[config.mk]
export PLATFORM = sky130hd
export DESIGN_NAME = sdram_cmd_arbiter
export DESIGN_NICKNAME = d
export VERILOG_FILES = /design/src/rtl/sdram_pkg.sv /design/src/rtl/sdram_rr_pick.sv /design/src/rtl/sdram_cmd_arbiter.sv
export SDC_FILE = /design/constraint.sdc
export NUM_CORES = 1
export LEC_CHECK = 0
export ABC_CLOCK_PERIOD_IN_PS = 6680
export BUFFER_PORTS_ARGS = -buffer_cell sky130_fd_sc_hd__buf_2
export CORE_MARGIN = 10
export CORE_UTILIZATION = 40
export DETAILED_ROUTE_END_ITERATION = 8
export PLACE_DENSITY = 0.81
export SLEW_MARGIN = 20
export SYNTH_ARGS = -nofsm -noshare
export SYNTH_HDL_FRONTEND = slang
export SYNTH_SLANG_ARGS = --single-unit
[constraint.sdc]
create_clock -name sys_clk -period 6.68 [get_ports sys_clk]
set_clock_uncertainty 0.2 [all_clocks]
set_input_delay 2.004 -clock sys_clk [delete_from_list [all_inputs] [get_ports sys_clk]]
set_output_delay 2.004 -clock sys_clk [all_outputs]
set_load 0.03 [all_outputs]
[src/rtl/sdram_pkg.sv]
// Shared types and constants for the SDRAM command arbiter.
package sdram_pkg;

  localparam int DEF_NUM_CH = 4;
  localparam int DEF_ADDR_W = 12;
  localparam int DEF_BA_W   = 2;
  localparam int DEF_CMD_W  = 4;

  // {cs_n, ras_n, cas_n, we_n}
  localparam logic [3:0] CMD_NOP     = 4'b0111;
  localparam logic [3:0] CMD_INHIBIT = 4'b1111;

  typedef enum logic [2:0] {
    ST_INIT    = 3'd0,
    ST_ARB     = 3'd1,
    ST_GRANT   = 3'd2,
    ST_PREEMPT = 3'd3,
    ST_GAP     = 3'd4
  } state_t;

endpackage

[src/rtl/sdram_rr_pick.sv]
// Combinational winner selector: urgent class first, then round-robin
// (starting just past last_grant) or fixed lowest-index priority.
module sdram_rr_pick #(
  parameter int NUM_CH = 4,
  parameter bit RR_EN  = 1'b1
) (
  input  logic [NUM_CH-1:0]         req,
  input  logic [NUM_CH-1:0]         urgent,
  input  logic [$clog2(NUM_CH)-1:0] last_grant,
  output logic [$clog2(NUM_CH)-1:0] idx,
  output logic                      valid
);
  localparam int IDX_W = $clog2(NUM_CH);

  logic [NUM_CH-1:0] urg_req;
  logic [NUM_CH-1:0] cand;

  assign urg_req = req & urgent;
  assign cand    = (|urg_req) ? urg_req : req;
  assign valid   = |req;

  // Walk the candidate set from the search base with wrap; first hit wins.
  always_comb begin
    int               base;
    int               c;
    logic [IDX_W-1:0] ci;
    logic             found;
    idx   = '0;
    found = 1'b0;
    base  = RR_EN ? int'(last_grant) + 1 : 0;
    for (int k = 0; k < NUM_CH; k++) begin
      c  = (base + k) % NUM_CH;
      ci = IDX_W'(c);
      if (!found && cand[ci]) begin
        idx   = ci;
        found = 1'b1;
      end
    end
  end

endmodule

[src/rtl/sdram_cmd_arbiter.sv]
// Multi-channel SDRAM command arbiter: passes the init sequencer through
// until init_done, then grants one channel at a time onto registered pins,
// with urgent preemption and a one-cycle turnaround gap between grants.
module sdram_cmd_arbiter
  import sdram_pkg::*;
#(
  parameter int                NUM_CH      = DEF_NUM_CH,
  parameter int                ADDR_W      = DEF_ADDR_W,
  parameter int                BA_W        = DEF_BA_W,
  parameter int                CMD_W       = DEF_CMD_W,
  parameter bit                RR_EN       = 1'b1,
  parameter logic [NUM_CH-1:0] URGENT_MASK = NUM_CH'(1),
  parameter bit                PREEMPT_EN  = 1'b1
) (
  input  logic                     sys_clk,
  input  logic                     sys_rst,
  input  logic                     init_done,
  input  logic [ADDR_W-1:0]        init_addr,
  input  logic [BA_W-1:0]          init_ba,
  input  logic [CMD_W-1:0]         init_cmd,
  input  logic [NUM_CH-1:0]        ch_req,
  input  logic [NUM_CH-1:0]        ch_end,
  input  logic [NUM_CH*ADDR_W-1:0] ch_addr,
  input  logic [NUM_CH*BA_W-1:0]   ch_ba,
  input  logic [NUM_CH*CMD_W-1:0]  ch_cmd,
  output logic [NUM_CH-1:0]        ch_en,
  output logic [NUM_CH-1:0]        ch_wait,
  output logic [ADDR_W-1:0]        addro,
  output logic [BA_W-1:0]          bao,
  output logic [CMD_W-1:0]         cmdo,
  output logic                     busy
);
  localparam int IDX_W = $clog2(NUM_CH);
  localparam logic [CMD_W-1:0] NOP_C = CMD_W'(CMD_NOP);
  localparam logic [CMD_W-1:0] INH_C = CMD_W'(CMD_INHIBIT);

  state_t state, nxt;
  logic [IDX_W-1:0] last_grant;  // doubles as the current grant index
  logic [IDX_W-1:0] win, gnt_nxt;
  logic             win_vld;
  logic             preempt;

  logic [NUM_CH-1:0][ADDR_W-1:0] ch_addr_a;
  logic [NUM_CH-1:0][BA_W-1:0]   ch_ba_a;
  logic [NUM_CH-1:0][CMD_W-1:0]  ch_cmd_a;

  logic [ADDR_W-1:0] addr_d;
  logic [BA_W-1:0]   ba_d;
  logic [CMD_W-1:0]  cmd_d;
  logic [NUM_CH-1:0] ch_en_d, ch_wait_d;

  assign ch_addr_a = ch_addr;
  assign ch_ba_a   = ch_ba;
  assign ch_cmd_a  = ch_cmd;

  sdram_rr_pick #(
    .NUM_CH (NUM_CH),
    .RR_EN  (RR_EN)
  ) u_pick (
    .req        (ch_req),
    .urgent     (URGENT_MASK),
    .last_grant (last_grant),
    .idx        (win),
    .valid      (win_vld)
  );

  // An urgent requester may only displace a non-urgent owner; ch_end wins.
  assign preempt = PREEMPT_EN && !URGENT_MASK[last_grant]
                   && (|(ch_req & URGENT_MASK)) && !ch_end[last_grant];

  assign busy = !init_done || (|ch_en) || (|ch_wait) || (state != ST_ARB);

  // Next state and the values the pins/grant lines take after this edge.
  always_comb begin
    nxt     = state;
    addr_d  = '1;
    ba_d    = '1;
    cmd_d   = NOP_C;
    gnt_nxt = (state == ST_ARB) ? win : last_grant;
    case (state)
      ST_INIT: begin
        addr_d = init_addr;
        ba_d   = init_ba;
        cmd_d  = init_cmd;
        if (init_done) nxt = ST_ARB;
      end
      ST_ARB: if (win_vld) nxt = ST_GRANT;
      ST_GRANT: begin
        addr_d = ch_addr_a[last_grant];
        ba_d   = ch_ba_a[last_grant];
        cmd_d  = ch_cmd_a[last_grant];
        if (ch_end[last_grant]) nxt = ST_GAP;
        else if (preempt)       nxt = ST_PREEMPT;
      end
      ST_PREEMPT: begin
        addr_d = ch_addr_a[last_grant];
        ba_d   = ch_ba_a[last_grant];
        cmd_d  = ch_cmd_a[last_grant];
        if (ch_end[last_grant]) nxt = ST_GAP;
      end
      ST_GAP: nxt = ST_ARB;
      default: nxt = init_done ? ST_ARB : ST_INIT;
    endcase
    ch_en_d   = (nxt == ST_GRANT)   ? (NUM_CH'(1) << gnt_nxt)    : '0;
    ch_wait_d = (nxt == ST_PREEMPT) ? (NUM_CH'(1) << last_grant) : '0;
  end

  // State, grant bookkeeping and registered SDRAM pins.
  always_ff @(posedge sys_clk) begin
    if (sys_rst) begin
      state      <= ST_INIT;
      addro      <= '1;
      bao        <= '1;
      cmdo       <= INH_C;
      ch_en      <= '0;
      ch_wait    <= '0;
      last_grant <= IDX_W'(NUM_CH - 1);
    end else begin
      state   <= nxt;
      addro   <= addr_d;
      bao     <= ba_d;
      cmdo    <= cmd_d;
      ch_en   <= ch_en_d;
      ch_wait <= ch_wait_d;
      if (state == ST_ARB && win_vld) last_grant <= win;
    end
  end

endmodule
### Yosys cells after proc, flatten, opt, wreduce, memory -nomap -nowiden

Index checks and enable logic that the tools add are counted.

| cells by class | value |
|---|---|
| shifts and indexed selects | 2 |
| mux-type cells | 37 |
| eq/ne operators | 7 |
| reductions and logical operators | 22 |
| bitwise logic cells | 2 |
| order comparisons | 5 |
| $add $sub $neg | 4 |

Operator list:

| operator | count |
|---|---|
| $bmux W12 S2 | 1 |
| $pmux W12 S2 | 1 |
| $lt A2 B3 Y1 const B | 5 |
| $mux W3 | 5 |
| $pmux W3 S5 | 1 |
| $bmux W1 S2 | 6 |
| $eq A3 B2 Y1 const B | 4 |
| $mux W12 | 1 |
| $mux W2 | 6 |
| $reduce_or A4 Y1 | 3 |
| $mux W1 | 10 |
| $bmux W4 S2 | 1 |
| $mux W4 | 2 |
| $pmux W4 S2 | 1 |
| $shl A1 B2 Y4 const A | 2 |
| $logic_and A1 B1 Y1 | 6 |
| $logic_not A1 Y1 | 6 |
| $reduce_or A2 Y1 | 3 |
| $add A2 B1 Y2 const B | 2 |
| $add A2 B2 Y2 const B | 2 |
| $bmux W2 S2 | 1 |
| $pmux W2 S2 | 1 |
| $eq A3 B1 Y1 const B | 1 |
| $eq A3 B3 Y1 const B | 1 |
| 4 further kinds | 7 |

| storage, ports and cells | value |
|---|---|
| logic and storage cells | 86 |
| input bits | 101 |
| register bits after elaboration | 31 |

### Depth between registers and ports, before layout

| logic depth | value |
|---|---|
| depth after elaboration | 15 |
| depth in mapped cells | 8 |
| depth with buffers taken out | 6 |

### By module

A second synthesis with hierarchy kept.

| second synthesis, totals | value |
|---|---|
| cells, all modules | 202 |
| area, all modules | 1,864.3 µm² |

By module, submodules not included:

| module | cells an instance | sequential area each (µm²) | instances | area an instance (µm²) |
|---|---|---|---|---|
| sdram_cmd_arbiter | 173 | 620.6 | 1 | 1,664.1 |
| sdram_rr_pick | 29 | 0.0 | 1 | 200.2 |

### Worst setup path before layout

OpenSTA, ideal clock, no wires.

| timing | value |
|---|---|
| path type | input port to output port |
| start | in init_done |
| end | out busy |
| data required time | 4.476 ns |
| slack | 2.160 ns |
| data arrival time | 2.316 ns |
| stages on the path | 1 |
| cells stage by stage | nand4b_1 |

| on the way | value |
|---|---|
| word-level cells in the longest chain between the ends | 4 |

Ends and longest elaborated chain:

| item | RTL line | text |
|---|---|---|
| start: declaration | sdram_cmd_arbiter.sv:17 | `input logic init_done,` |
| $logic_not A1 Y1 | sdram_cmd_arbiter.sv:71 | `assign busy = !init_done \|\| (\|ch_en) \|\| (\|ch_wait) \|\| (state != ST_ARB);` |
| $logic_or A1 B1 Y1 (3 in series) | sdram_cmd_arbiter.sv:71 |  |
| end: declaration | sdram_cmd_arbiter.sv:31 | `output logic busy` |

Every way passes these cells.

### Worst setup path in the final report

Same ends and word-level chain as after synthesis.

==> Implementation_results.wiki <==
{| class="wikitable"
! Metric !! Value
|-
| Run status || completed
|-
| Final Wtd Congestion || 0.795
|-
| Post-CTS setup buffer count || 0
|-
| Number of flops mapped to enable cells by yosys || 0
|-
| Avg WL per Cell || 17.8 µm
|-
| Sequential share of the synthesized area || 38.2%
|-
| Share of post-route cells with drive strength above 1 || 58.4%
|-
| Number of I/O port buffers || 127
|-
| Post-synthesis xor/xnor area fraction || 0%
|-
| Iteration-0 DRC Markers || 57
|-
| Library cells used by synthesis || 35
|-
| Area share of fa/ha/maj cells after synthesis || 0.771%
|-
| Clk pin slew, worst setup/hold paths || 0.06 ns
|-
| Netlist area before placement || 1620 µm²
|-
| Die footprint || 7000 µm²
|-
| #FFs+latches synth || 31
|-
| Peak clock frequency supported by timing || 217 MHz
|-
| Site Rows || 23
|-
| Hold-fix buffers, CTS || 0
|-
| FF+latch area || 621 µm²
|-
| Mapped Cells || 149
|-
| Setup repair after global routing missed its margin || false
|-
| Clock net sink count || 31
|-
| Number of global-route vias before repair || 1,923
|-
| Global-route total usage across every layer || 15.9%
|-
| Final period utilization || 68.9%
|-
| GRT overflow || 0
|-
| Top library cells by usage in the layout, fill and taps aside || 127 x sky130_fd_sc_hd__buf_2, 31 x sky130_fd_sc_hd__dfxtp_1, 19 x sky130_fd_sc_hd__nand2_1
|-
| I/O pins || 128
|-
| Number of setup violations in the final report || 0
|-
| Path class of the lowest-slack min-delay path || reg2reg
|-
| Via/cell ratio || 5.26
|-
| Power density cells || 236 nW/µm²
|-
| Die boundary height || 83.7 µm
|-
| Starting Density || 40.9%
|-
| Combined area of the multi-input logic cells || 931 µm²
|-
| Largest stage delay on the critical path || 0.20 ns
|-
| Pins over their slew limit || 0
|-
| Clock tree from TritonCTS || built
|-
| Dominant combinational cell family by area after synthesis || multiplexers
|-
| Post-layout nets || 375
|-
| Post-route DRC violation count || 0
|-
| Final worst setup slack || 2.08 ns
|-
| Overall die width || 83.7 µm
|-
| Count of cells resized by post-cts repair || 0
|-
| Hold slack || 0.392 ns
|-
| Place WS || 2.07 ns
|-
| Dpl hpwl || 4780 µm
|-
| Required time of the critical path || 4.48 ns
|-
| Clock H-tree levels || 2
|-
| Critical path class || in2out
|-
| ANT nets after route || 0
|-
| Tightest Pin Transition || 0.741 ns
|-
| Area added between synthesis and finish || 48.0%
|-
| Compound-cell area share of the yosys netlist || 14.4%
|-
| Relative slew slack || 50.5%
|-
| Number of fillers in the final layout || 343
|-
| Maximum fanout along the worst path || 3
|-
| Total buffers and inverters traversed by the critical path || 2
|-
| First-pass GRT wire length || 9200 µm
|-
| YS warnings || 0
|-
| Leak || 1.17 nW
|-
| Total routed wirelength || 5770 µm
|-
| Most prevalent standard cell on the critical path || sky130_fd_sc_hd__buf_2
|-
| Critical Path, Cell by Cell || buf_2 > nand4b_1 > buf_2
|-
| Number of vias in the routed layout || 1,704
|-
| Most common cell after layout, fill and taps aside || sky130_fd_sc_hd__buf_2
|-
| Net Count, Synth || 251
|-
| Cts bufs inserted || 5
|-
| Shortest clock period the worst path allows after layout || 4.60 ns
|-
| Buffer levels on the longest clock path || 2
|-
| Post-synthesis share of cell area spent on and, or, nand and nor gates || 15.2%
|-
| Number of antenna cells inserted || 0
|-
| Core region area || 3970 µm²
|-
| Largest net degree at the start of global routing || 27
|-
| Type of origin of the critical path || primary input
|-
| Maximum vdd ir drop || 0.000125 V
|-
| Setup Total Neg Slack || 0 ns
|-
| Number of violations of the max-capacitance limit || 0
|-
| Most frequently used flop master after synthesis || sky130_fd_sc_hd__dfxtp_1
|-
| Detailed Routing Iterations Pass 1 || 4
|-
| Latest clock arrival within the worst-skew pair || 0.27 ns
|-
| Root Buffer Master || sky130_fd_sc_hd__clkbuf_8
|-
| Number of antenna violations at the first check in global routing || 0
|-
| Hold Fails Final Rpt || 0
|-
| Arrival time worst endpoint || 2.40 ns
|-
| Syn Area/Cell || 10.9 µm²
|-
| Portion of netlist area occupied by mux cells || 26.8%
|-
| Cell with the largest stage delay on the worst path || sky130_fd_sc_hd__buf_2
|-
| Fraction of registers with async set or reset after synthesis || 0%
|-
| Cell family with the largest share of critical-path delay || buffers and inverters
|-
| Critical Path End Type || output port
|}
-- where the power goes --
group / switching, W / total [W] / internal, W / leakage (nW)
Clock: 0.0000673 / 0.000188 / 0.000121 / 0.0612
Combinational: 0.0000891 / 0.000171 / 0.0000817 / 0.854
Sequential: 0.00000865 / 0.000209 / 0.000200 / 0.255
-- worst register-to-register path: cells and delay by family (launching register included) --
family,cells,cell delay [ns]
compound gates,2,0.63
simple gates,2,0.31
flops,1,0.56
buf+inv,2,0.42
fa+ha+maj,1,0.19
-- metrics by stage --
step | utilization, % | instances | area [µm²] | total power [W]
final | 60.5 | 324 | 2400 | 0.000567
after global routing | 60.5 | 324 | 2400 | 0.000600
after CTS | 60.5 | 324 | 2400 | 0.000573
after detailed placement | 57.5 | 316 | 2280 | 0.000386
after global placement | 57.4 | 316 | 2280 | 0.000380
after floorplan | - | 149 | 1620 | 0.000327
-- path summary, 6_finish.rpt --
kind / from / to / slack, ns / cells after the start
worst max register to register: last_grant[1]$_SDFFE_PP1P_ / ch_wait[3]$_SDFF_PP0_ / 4.30 / 7
worst max-delay path: init_done / busy / 2.08 / 3
worst min register to register: state[2]$_SDFF_PP0_ / cmdo[3]$_SDFF_PP1_ / 0.39 / 1
worst min-delay path: state[2]$_SDFF_PP0_ / cmdo[3]$_SDFF_PP1_ / 0.39 / 1
-- logic make-up (layout without fill, tap and decap cells) --
logic type | after synthesis | after routing
flops | 31 | 31
compound gates | 35 | 35
simple gates | 46 | 46
fa+ha+maj | 1 | 1
buf+inv | 17 | 142
mux | 19 | 19
-- sequential cells by signal (all words and copies together), names as in the netlist --
name and flops:
addro 12, ch_en 4, ch_wait 4, cmdo 4, state 3, bao 2
last_grant 2
-- Yosys cell counts (3+ instances only) --
| master | instances | area [µm²] |
|---|---|---|
| sky130_fd_sc_hd__nor2_1 | 3 | 11.3 |
| sky130_fd_sc_hd__and3_1 | 5 | 31.3 |
| sky130_fd_sc_hd__o21ai_0 | 4 | 20.0 |
| sky130_fd_sc_hd__nand2_1 | 19 | 71.3 |
| sky130_fd_sc_hd__nor4_1 | 3 | 18.8 |
| sky130_fd_sc_hd__nor3_1 | 4 | 20.0 |
| sky130_fd_sc_hd__mux4_2 | 17 | 383 |
| sky130_fd_sc_hd__inv_1 | 4 | 15.0 |
| sky130_fd_sc_hd__a21oi_1 | 3 | 15.0 |
| sky130_fd_sc_hd__dfxtp_1 | 31 | 621 |
| sky130_fd_sc_hd__o22ai_1 | 18 | 113 |
| sky130_fd_sc_hd__or3b_2 | 3 | 26.3 |
| sky130_fd_sc_hd__clkbuf_1 | 8 | 30.0 |
-- layout make-up --
class	count	area share, %
multi-input cells	101	38.8
repair buffers	129	27.1
flip-flops and latches	31	25.8
clock buffers	6	3.44
well taps	50	2.61
clock inverters	2	1.46
inverters	5	0.782
-- per-layer routing --
layer  vias up  wire (µm)  track usage (%)
met5         -          0                0
met2        75       3000             29.1
li1        831          -                -
met4         0         63             4.26
met1       793       2220             16.4
met3         5        485             5.86
Note: power is estimated with default switching activity, not from simulation.
